File: config.mk
export PLATFORM = sky130hd
export DESIGN_NAME = pixel_plot_sink_flat
export DESIGN_NICKNAME = d
export VERILOG_FILES = /design/src/rtl/pixel_pkg.sv /design/src/rtl/pixel_plot_sink_if.sv /design/src/rtl/pixel_fifo.sv /design/src/rtl/pixel_plot_sink.sv /design/src/flat_wrapper.sv
export SDC_FILE = /design/constraint.sdc
export NUM_CORES = 1
export LEC_CHECK = 0
export CELL_PAD_IN_SITES_DETAIL_PLACEMENT = 1
export CELL_PAD_IN_SITES_GLOBAL_PLACEMENT = 2
export CORE_UTILIZATION = 25
export DETAILED_ROUTE_END_ITERATION = 10
export PLACE_DENSITY_LB_ADDON = 0.1
export SLEW_MARGIN = 20
export SYNTH_ARGS = -nofsm -noshare
export SYNTH_HDL_FRONTEND = slang
export SYNTH_SLANG_ARGS = --single-unit
File: constraint.sdc
create_clock -name clock_all -period 3.2 [get_ports clock_all]
set_input_delay 0.64 -clock clock_all [delete_from_list [all_inputs] [get_ports clock_all]]
set_output_delay 0.64 -clock clock_all [all_outputs]
set_load 0.1 [all_outputs]
File: src/rtl/pixel_pkg.sv
// Shared types and constants for the sprite pixel stream and the
// framebuffer write port.
package pixel_pkg;

  localparam int unsigned SCREEN_W  = 320;
  localparam int unsigned SCREEN_H  = 240;
  localparam int unsigned X_W       = 9;
  localparam int unsigned Y_W       = 8;
  localparam int unsigned COLOUR_W  = 3;
  localparam int unsigned FB_ADDR_W = 17;

  // One pixel as it travels through the input FIFO (21 bits).
  typedef struct packed {
    logic [X_W-1:0]      x;
    logic [Y_W-1:0]      y;
    logic [COLOUR_W-1:0] colour;
    logic                last;
  } pixel_t;

  localparam int unsigned PIXEL_W = $bits(pixel_t);

  // Fate of a pixel once it reaches the output stage.
  typedef enum logic [1:0] {
    PIX_WRITE       = 2'd0,
    PIX_CLIPPED     = 2'd1,
    PIX_TRANSPARENT = 2'd2
  } pix_class_t;

  // Linear framebuffer address y*320 + x, built from shifts so no
  // multiplier is needed: 320 = 256 + 64.
  function automatic logic [FB_ADDR_W-1:0] fb_address(
    input logic [Y_W-1:0] y,
    input logic [X_W-1:0] x
  );
    logic [FB_ADDR_W-1:0] y_ext;
    y_ext = FB_ADDR_W'(y);
    return (y_ext << 8) + (y_ext << 6) + FB_ADDR_W'(x);
  endfunction

endpackage

File: src/rtl/pixel_plot_sink_if.sv
// Pixel stream in from the sprite drawer plus the framebuffer write port.
// master = environment (drawer feeding pixels, memory taking writes),
// slave  = pixel_plot_sink.
interface pixel_plot_sink_if;
  import pixel_pkg::*;

  logic                 in_valid;
  logic                 in_ready;
  logic [X_W-1:0]       in_x;
  logic [Y_W-1:0]       in_y;
  logic [COLOUR_W-1:0]  in_colour;
  logic                 in_last;

  logic [FB_ADDR_W-1:0] fb_addr;
  logic [COLOUR_W-1:0]  fb_data;
  logic                 fb_wren;

  modport master (
    output in_valid, in_x, in_y, in_colour, in_last,
    input  in_ready, fb_addr, fb_data, fb_wren
  );

  modport slave (
    input  in_valid, in_x, in_y, in_colour, in_last,
    output in_ready, fb_addr, fb_data, fb_wren
  );

endinterface

File: src/rtl/pixel_fifo.sv
// Small synchronous FIFO holding incoming pixels until the output stage
// takes them. Head entry is visible combinationally on pop_data.
module pixel_fifo
  import pixel_pkg::*;
#(
  parameter  int unsigned DEPTH = 4,
  localparam int unsigned PTR_W = $clog2(DEPTH),
  localparam int unsigned CNT_W = PTR_W + 1
) (
  input  logic             clock_all,
  input  logic             reset_all,
  input  logic             push,
  input  pixel_t           push_data,
  input  logic             pop,
  output pixel_t           pop_data,
  output logic [CNT_W-1:0] count,
  output logic             full,
  output logic             empty
);

  pixel_t           mem [DEPTH];
  logic [PTR_W-1:0] wr_ptr;
  logic [PTR_W-1:0] rd_ptr;
  logic             do_push;
  logic             do_pop;

  assign full     = (count == CNT_W'(DEPTH));
  assign empty    = (count == '0);
  assign do_push  = push && !full;
  assign do_pop   = pop && !empty;
  assign pop_data = mem[rd_ptr];

  // Storage write.
  // NOTE: the entry array is deliberately left out of reset; the count and
  // pointers decide which entries are meaningful, and a reset-free array
  // maps onto plain RAM/flops without a reset fan-out.
  always_ff @(posedge clock_all) begin
    if (do_push) begin
      mem[wr_ptr] <= push_data;
    end
  end

  // Pointer and occupancy tracking; push+pop together leaves count unchanged.
  always_ff @(posedge clock_all) begin
    if (reset_all) begin
      wr_ptr <= '0;
      rd_ptr <= '0;
      count  <= '0;
    end else begin
      if (do_push) wr_ptr <= wr_ptr + 1'b1;
      if (do_pop)  rd_ptr <= rd_ptr + 1'b1;
      case ({do_push, do_pop})
        2'b10:   count <= count + 1'b1;
        2'b01:   count <= count - 1'b1;
        default: count <= count;
      endcase
    end
  end

endmodule

File: src/rtl/pixel_plot_sink.sv
// Receiving end of the sprite pixel stream: buffers pixels, clips them to
// the screen, drops the transparent key colour and issues one framebuffer
// write per surviving pixel. Reports end-of-sprite upstream.
module pixel_plot_sink
  import pixel_pkg::*;
#(
  parameter int unsigned         SCREEN_W      = pixel_pkg::SCREEN_W,
  parameter int unsigned         SCREEN_H      = pixel_pkg::SCREEN_H,
  parameter int unsigned         FIFO_DEPTH    = 4,
  parameter bit                  TRANSP_EN     = 1'b1,
  parameter logic [COLOUR_W-1:0] TRANSP_COLOUR = 3'b000
) (
  input  logic                 clock_all,
  input  logic                 reset_all,
  pixel_plot_sink_if.slave     bus,
  output logic                 sprite_done,
  output logic                 busy,
  output logic [FB_ADDR_W-1:0] plotted_count
);

  localparam int unsigned CNT_W = $clog2(FIFO_DEPTH) + 1;

  pixel_t               in_pixel;
  pixel_t               head;
  logic                 push;
  logic                 pop;
  logic [CNT_W-1:0]     fifo_count;
  logic                 fifo_full;
  logic                 fifo_empty;

  // Low while reset is applied and for the edge that samples it, so
  // in_ready only rises the cycle after reset deasserts.
  logic                 ready_en;
  pix_class_t           head_class;
  logic                 stage_valid;
  logic                 fb_wren_q;
  logic [FB_ADDR_W-1:0] fb_addr_q;
  logic [COLOUR_W-1:0]  fb_data_q;

  assign in_pixel = '{x:      bus.in_x,
                      y:      bus.in_y,
                      colour: bus.in_colour,
                      last:   bus.in_last};

  // Ready depends only on registered state, never on in_valid.
  assign bus.in_ready = ready_en && !fifo_full;
  assign push         = bus.in_valid && bus.in_ready;
  // The output stage never stalls, so any buffered pixel moves on at once.
  assign pop          = !fifo_empty;

  pixel_fifo #(
    .DEPTH (FIFO_DEPTH)
  ) u_fifo (
    .clock_all (clock_all),
    .reset_all (reset_all),
    .push      (push),
    .push_data (in_pixel),
    .pop       (pop),
    .pop_data  (head),
    .count     (fifo_count),
    .full      (fifo_full),
    .empty     (fifo_empty)
  );

  // Classify the head entry: off-screen first, then transparent key.
  // NOTE: head_class gets a default before any branch so no path through
  // the block leaves it unassigned, which would infer a latch.
  always_comb begin
    head_class = PIX_WRITE;
    if ((32'(head.x) >= SCREEN_W) || (32'(head.y) >= SCREEN_H)) begin
      head_class = PIX_CLIPPED;
    end else if (TRANSP_EN && (head.colour == TRANSP_COLOUR)) begin
      head_class = PIX_TRANSPARENT;
    end
  end

  // Output stage: register the popped pixel's write strobe, address, data
  // and end-of-sprite pulse; address/data hold when nothing is written.
  // NOTE: state registers use non-blocking assignments so every flop
  // samples pre-edge values regardless of statement order.
  always_ff @(posedge clock_all) begin
    if (reset_all) begin
      ready_en    <= 1'b0;
      stage_valid <= 1'b0;
      sprite_done <= 1'b0;
      fb_wren_q   <= 1'b0;
      fb_addr_q   <= '0;
      fb_data_q   <= '0;
    end else begin
      ready_en    <= 1'b1;
      stage_valid <= pop;
      sprite_done <= pop && head.last;
      fb_wren_q   <= pop && (head_class == PIX_WRITE);
      if (pop && (head_class == PIX_WRITE)) begin
        fb_addr_q <= fb_address(head.y, head.x);
        fb_data_q <= head.colour;
      end
    end
  end

  // Count written pixels on the edge that ends each write cycle; saturate.
  always_ff @(posedge clock_all) begin
    if (reset_all) begin
      plotted_count <= '0;
    end else if (fb_wren_q && (plotted_count != '1)) begin
      plotted_count <= plotted_count + 1'b1;
    end
  end

  assign bus.fb_wren = fb_wren_q;
  assign bus.fb_addr = fb_addr_q;
  assign bus.fb_data = fb_data_q;
  assign busy        = (fifo_count != '0) || stage_valid;

endmodule

File: src/flat_wrapper.sv
// flat-port wrapper written by rule: the top's interface ports become plain ports
module pixel_plot_sink_flat import pixel_pkg::*;
#(
  parameter int unsigned         SCREEN_W      = pixel_pkg::SCREEN_W,
  parameter int unsigned         SCREEN_H      = pixel_pkg::SCREEN_H,
  parameter int unsigned         FIFO_DEPTH    = 4,
  parameter bit                  TRANSP_EN     = 1'b1,
  parameter logic [COLOUR_W-1:0] TRANSP_COLOUR = 3'b000
)
  (clock_all, reset_all, sprite_done, busy, plotted_count, bus_in_valid, bus_in_x, bus_in_y, bus_in_colour, bus_in_last, bus_in_ready, bus_fb_addr, bus_fb_data, bus_fb_wren);
  pixel_plot_sink_if bus_i ();
  input  logic clock_all;
  input  logic reset_all;
  output logic sprite_done;
  output logic busy;
  output logic [FB_ADDR_W-1:0] plotted_count;
  input wire logic [$bits(bus_i.in_valid)-1:0] bus_in_valid;
  input wire logic [$bits(bus_i.in_x)-1:0] bus_in_x;
  input wire logic [$bits(bus_i.in_y)-1:0] bus_in_y;
  input wire logic [$bits(bus_i.in_colour)-1:0] bus_in_colour;
  input wire logic [$bits(bus_i.in_last)-1:0] bus_in_last;
  output wire logic [$bits(bus_i.in_ready)-1:0] bus_in_ready;
  output wire logic [$bits(bus_i.fb_addr)-1:0] bus_fb_addr;
  output wire logic [$bits(bus_i.fb_data)-1:0] bus_fb_data;
  output wire logic [$bits(bus_i.fb_wren)-1:0] bus_fb_wren;
  assign bus_i.in_valid = bus_in_valid;
  assign bus_i.in_x = bus_in_x;
  assign bus_i.in_y = bus_in_y;
  assign bus_i.in_colour = bus_in_colour;
  assign bus_i.in_last = bus_in_last;
  assign bus_in_ready = bus_i.in_ready;
  assign bus_fb_addr = bus_i.fb_addr;
  assign bus_fb_data = bus_i.fb_data;
  assign bus_fb_wren = bus_i.fb_wren;
  pixel_plot_sink #(.SCREEN_W(SCREEN_W), .SCREEN_H(SCREEN_H), .FIFO_DEPTH(FIFO_DEPTH), .TRANSP_EN(TRANSP_EN), .TRANSP_COLOUR(TRANSP_COLOUR)) u_core (.clock_all(clock_all), .reset_all(reset_all), .bus(bus_i), .sprite_done(sprite_done), .busy(busy), .plotted_count(plotted_count));
endmodule
==> results.cfg, run 1 <==
[cts]
cts_sinks = 134
clk_pin_slew_ns = 0.06
clk_path_buf_depth = 2
clk_latency_ns = 0.42
cts_tree = done
h-tree-depth = 4
root_buffer = clkbuf_16
cts_buffers = 17
post-cts-setup-buffers = 0

[synthesis]
synth_cell_types = 41
yosys_warnings = 0
synth_nets = 430
async_reset_ff_share_pct = 0
synth_edf_count = 84
synth-seq-cells = 134
syn-cell-area_sq_um = 5540
ys.flop_type = edfxtp_1
syn_inst = 382
yosysSeqAreaShare_pct = 63.6
syn-mean-instance-area_sq_um = 14.5

[route]
num_vias = 3293
wl_met3_microns = 592
routedWlPerCell_microns = 16.5
drc_errors = 0
firstDrtPassIters = 4
avgViaCountPerCell = 4.32
drt_iter0_markers = 143
highest_layer = met4
antenna_left = 0
wl_met1_microns = 5980
dr_wl_met2_microns = 5760
wirelength_microns = 12500

[place]
dp_worst_setup_slack_ns = 0.0635
dp.cells = 730
gp_congestion = 0.711
hpwl_microns = 8540
port_buffers = 64

[timing]
tightest_slew_ns = 0.630
fin_worst_skew_ns = 0.00833
min_period_ns = 3.05
finalSetupViolations = 0
fin_ws_ns = 0.152
hold_violations = 0
slew_violations = 0
slew_headroom_pct = 57.9
max_freq_mhz = 328
post-route-period-util_pct = 95.3
grt_setup_unrepaired = no

[outcome]
run_status = finished clean

[floorplan]
chipHeight_microns = 151
initial_core_util_pct = 25.5
die-width_microns = 151
rows = 54
fp.coreArea_sq_um = 21800
io_pins = 65
die_area_sq_um = 22800

[cells_and_area]
area_growth_pct = 27.4
layout-drive-gt1-share_pct = 23.9
antennaDiodeCount = 0
fin_nets = 517
fin_cells = 762

[critical_path]
crit_slowest_cell = mux4_2
crit_type = reg2reg
worstPathRequired_ns = 3.55
endpoint_kind = flip-flop
critPathArrivalTime_ns = 3.40
critPathLaunchType = flip-flop
crit_fanout = 12
cp_slowest_stage_delay_ns = 0.54
crit_chain = buf_12 > mux4_2 > inv_1 > fa_1 > inv_1 > ha_1 > a21oi_1 > o2111ai_2 > and3_1 > or3_1 > a21oi_1

[power]
internal-power_mw = 4.15
swShare_pct = 40.4
power.leakage_nw = 2.66
p_per_area_nw_per_um2 = 986
p_sw_mw = 2.81
p_total_mw = 6.96
power.share.clock_pct = 26.6
vdd_drop_max_uv = 442
power.share.sequential_pct = 30.9
comb_power_share_pct = 42.6

[grt]
grt_pass1_wl_microns = 19900
first_global_vias = 3467
track_usage_pct = 12.0
antenna_found_initial = 0
grt-ovfl-total = 0
grt_max_degree = 32

[min_path]
hp-class = reg2reg

[flow_run]
drv_cap = 0
## cell usage after synthesis, drive strengths merged (2+ instances only)
master / n / area (sq um)
edfxtp: 84 / 2520
dfxtp: 50 / 1000
nor2: 45 / 169
ha: 21 / 263
mux4: 21 / 473
mux2i: 20 / 200
inv: 19 / 71.3
xor2: 15 / 131
nand2: 14 / 52.6
a21oi: 9 / 45.0
nand3: 8 / 40.0
xnor2: 8 / 70.1
clkbuf: 7 / 26.3
nand4: 7 / 58.8
buf: 6 / 46.3
and2: 5 / 31.3
or3: 5 / 31.3
and3: 4 / 25.0
nor3: 4 / 20.0
o2111ai: 4 / 35.0
o21ai: 4 / 23.8
fa: 3 / 60.1
a31oi: 2 / 12.5
and4: 2 / 17.5
nand2b: 2 / 12.5
o21bai: 2 / 15.0
## layout by cell type (no fill, tap or decap), drive strengths merged, types with 14 or more instances in the layout
| master | netlist | final |
|---|---|---|
| nand2 | 14 | 14 |
| xor2 | 15 | 15 |
| inv | 19 | 22 |
| mux2i | 20 | 20 |
| clkbuf | 7 | 17 |
| buf | 6 | 59 |
| dfxtp | 50 | 50 |
| mux4 | 21 | 21 |
| ha | 21 | 21 |
| clkdlybuf4s50 | 0 | 22 |
| edfxtp | 84 | 84 |
| nor2 | 45 | 45 |
## path summary, 6_finish.rpt
kind | startpoint | to | slack (ns) | cells past startpoint
hold reg to reg | u_core.bus.fb_addr[16] | u_core.bus.fb_addr[16] | 0.47 | 2
setup / recovery | flip-flop | u_core.bus.fb_addr[14] | 0.15 | 11
hold / removal | u_core.bus.fb_addr[16] | u_core.bus.fb_addr[16] | 0.47 | 2
setup reg to reg | flip-flop | u_core.bus.fb_addr[14] | 0.15 | 11
## power groups by stage
stage	registers [mW]	logic (mW)	clock network, mW
final	2.15	2.96	1.85
after global routing	2.17	3.23	1.98
after detailed placement	2.19	2.99	0
after CTS	2.15	3.00	1.92
after global placement	2.18	2.98	0
after floorplan	2.90	1.49	0
## flip-flops by register name, indices dropped and copies added (netlist names), named ones only
signal                count
u_core.u_fifo.mem        84
u_core.stage_valid        1
u_core.bus.fb_data        3
u_core.u_fifo.rd_ptr      2
u_core.u_fifo.count       3
u_core.bus.fb_addr       17
u_core.bus.fb_wren        1
u_core.plotted_count     17
u_core.sprite_done        1
u_core.ready_en           1
u_core.u_fifo.wr_ptr      2
## critical path, delay by kind of cell, from the launching register on
kind,cells,cell delay [ns]
multiplexers,1,0.54
adder cells (fa/ha/maj),2,0.65
AO/OA/AOI/OAI,3,0.53
buffers and inverters,3,0.38
AND/OR/NAND/NOR,2,0.53
flip-flops,1,0.35
## routing by layer
metal,vias to the layer above,global-route usage [%]
met2,76,18.5
met5,-,0
li1,1583,-
met1,1622,15.8
met3,12,2.92
met4,0,5.70
## metrics by stage
step | TNS [ns] | hold slack, ns | area [sq um] | utilization, %
final | 0 | 0.467 | 7060 | 32.4
after global routing | 0 | 0.494 | 7060 | 32.4
after CTS | 0 | 0.476 | 7050 | 32.4
after detailed placement | 0 | 0.467 | 6490 | 29.8
after global placement | 0 | 0.456 | 6490 | 29.8
after floorplan | -0.0712 | 0.485 | 5550 | -
## repair_timing
item | CTS | global route
hold buffers | 0 | 0
endpoints found under the setup margin | 0 | 3
gates resized for setup | 0 | 3
## area by class of cell
| class | instances | area (sq um) |
|---|---|---|
| Tap cell | 280 | 350 |
| Fill cell | 2330 | 14700 |
| Timing Repair Buffer | 81 | 673 |
| Clock inverter | 15 | 130 |
| Sequential cell | 134 | 3520 |
| Inverter | 19 | 71.3 |
| Multi-Input combinational cell | 216 | 1890 |
| Clock buffer | 17 | 425 |
## cells by family (layout without fill, tap and decap cells)
group	count (synthesis)	after routing	synth area share, %
compound gates	26	26	3.14
xor+xnor	23	23	3.64
mux	41	41	12.1
buf+inv	32	132	2.60
flops	134	134	63.6
fa+ha+maj	24	24	5.83
simple gates	102	102	9.06
(Power assumes the default switching activity.)
==> inputs of run 2 (changes only) <==
CAP_MARGIN = 20   (was not set)
CORE_UTILIZATION = 36   (was 25)
==> run 2 against run 1 <==
Compared with the run above:
- sequential share of layout area is 0.20 points higher
- final area is 0.41% lower
- core utilization increased by 15 points
- wire length down 7.3%
- worst hold slack got worse by 0.012 ns
- die area shrank 30%
==> results.cfg, run 2 (synthesis results as in run 1) <==
[min_path]
hp-class = reg2reg
min_path_cells = 2

[floorplan]
rows = 44
initial_core_util_pct = 37.6
io_pins = 65
die_area_sq_um = 15900
die-width_microns = 126
chipHeight_microns = 126
fp.coreArea_sq_um = 14800

[grt]
first_global_vias = 3551
antenna_found_initial = 0
track_usage_pct = 16.2
grt-ovfl-total = 0
grt_pass1_wl_microns = 19100
grt_max_degree = 35

[route]
dr_wl_met2_microns = 5640
wirelength_microns = 11600
wl_met1_microns = 5380
highest_layer = met4
avgViaCountPerCell = 4.93
wl_met3_microns = 461
routedWlPerCell_microns = 17.4
antenna_left = 0
num_vias = 3303
firstDrtPassIters = 5
drc_errors = 0
drt_iter0_markers = 114

[cts]
cts_tree = done
cts_sinks = 134
clk_latency_ns = 0.42
cts_buffers = 17
post-cts-setup-buffers = 0
clk_pin_slew_ns = 0.06
h-tree-depth = 4
root_buffer = clkbuf_16
clk_path_buf_depth = 2

[power]
comb_power_share_pct = 43.1
power.share.clock_pct = 26.7
power.share.sequential_pct = 30.1
p_total_mw = 7.10
vdd_drop_max_uv = 536
power.leakage_nw = 2.68
swShare_pct = 39.3
internal-power_mw = 4.31
p_sw_mw = 2.79
p_per_area_nw_per_um2 = 1010

[place]
gp_congestion = 0.733
dp.cells = 638
port_buffers = 64
hpwl_microns = 7910
placed_area_sq_um = 6390
dp_worst_setup_slack_ns = 0.118

[timing]
fin_ws_ns = 0.162
grt_setup_unrepaired = no
post-route-period-util_pct = 94.9
finalSetupViolations = 0
tightest_slew_ns = 0.687
slew_violations = 0
hold_violations = 0
fin_worst_skew_ns = 0.00898
slew_headroom_pct = 54.2
min_period_ns = 3.04
max_freq_mhz = 329

[critical_path]
crit_type = reg2reg
worstRegToRegCells = 10
critPathLaunchType = flip-flop
cp_slowest_stage_delay_ns = 0.58
r2r_slack_ns = 0.16
crit_chain = buf_4 > buf_4 > mux4_2 > ha_1 > ha_1 > or2_2 > o31a_1 > and3_1 > or3_1 > a21oi_1
worstPathRequired_ns = 3.55
critPathArrivalTime_ns = 3.38
crit_slowest_cell = mux4_2
endpoint_kind = flip-flop
crit_fanout = 5

[cells_and_area]
mostFrequentLayoutCells = edfxtp_1 (84), buf_4 (62), dfxtp_1 (50)
regMostFlops = u_core.u_fifo.mem
area_growth_pct = 26.9
layout-drive-gt1-share_pct = 25.9
antennaDiodeCount = 0
largest_reg_flops = 84
fin_area_sq_um = 7030
final_common_cell = edfxtp_1
fin_cells = 670
fin_nets = 521

[outcome]
run_status = finished clean

[flow_run]
drv_cap = 0
run 2: layout make-up:
class / count / area, sq um
fillers: 1471 / 7720
clock buffers: 18 / 429
well taps: 184 / 230
multi-input cells: 216 / 1940
repair buffers: 85 / 691
inverters: 19 / 71.3
flip-flops and latches: 134 / 3520
clock inverters: 14 / 150
run 2: path summary, 6_finish.rpt:
| check | startpoint | end |
|---|---|---|
| min | u_core.bus.fb_addr[16] | u_core.bus.fb_addr[16] |
| min reg2reg | u_core.bus.fb_addr[16] | u_core.bus.fb_addr[16] |
| max | flip-flop | u_core.bus.fb_addr[14] |
| max reg2reg | flip-flop | u_core.bus.fb_addr[14] |
run 2: what timing repair did:
item / in CTS / in global routing
hold endpoints to repair: 0 / 0
hold buffers: 0 / 0
setup endpoints to repair: 0 / 3
resized for setup: 0 / 9
run 2: worst max-delay path, delay by kind of cell (launching register included):
family,cells,cell delay (ns)
AOI/OAI and AO/OA,2,0.28
adders and majority gates,2,0.62
buffers and inverters,2,0.32
DFF,1,0.34
muxes,1,0.58
and+or+nand+nor,3,0.83
run 2: per-layer routing:
metal  up-vias  GRT usage, %
li1       1592             -
met1      1637          20.6
met5         -             0
met2        63          25.8
met3        11          5.18
met4         0          6.24
run 2: per-stage QoR:
| stage | hold WS, ns | TNS (ns) | util (%) |
|---|---|---|---|
| final | 0.455 | 0 | 47.7 |
| after global routing | 0.488 | 0 | 47.7 |
| after CTS | 0.457 | 0 | 47.2 |
| after detailed placement | 0.449 | 0 | 43.3 |
| after global placement | 0.449 | 0 | 43.3 |
| after floorplan | 0.485 | -0.0712 | - |
run 2: power by group through the flow:
| stage | clock network, mW | logic, mW | registers [mW] |
|---|---|---|---|
| floorplan | 0 | 1.49 | 2.90 |
| global placement | 0 | 2.93 | 2.17 |
| detailed placement | 0 | 2.94 | 2.18 |
| CTS | 1.94 | 2.96 | 2.15 |
| global route | 2.02 | 3.33 | 2.17 |
| finish | 1.90 | 3.06 | 2.14 |
==> inputs of run 3 (changes only) <==
CAP_MARGIN = not set   (was 20)
==> results of run 3 <==
Same layout as run 2: the final DEF is identical, and so are final timing and power.
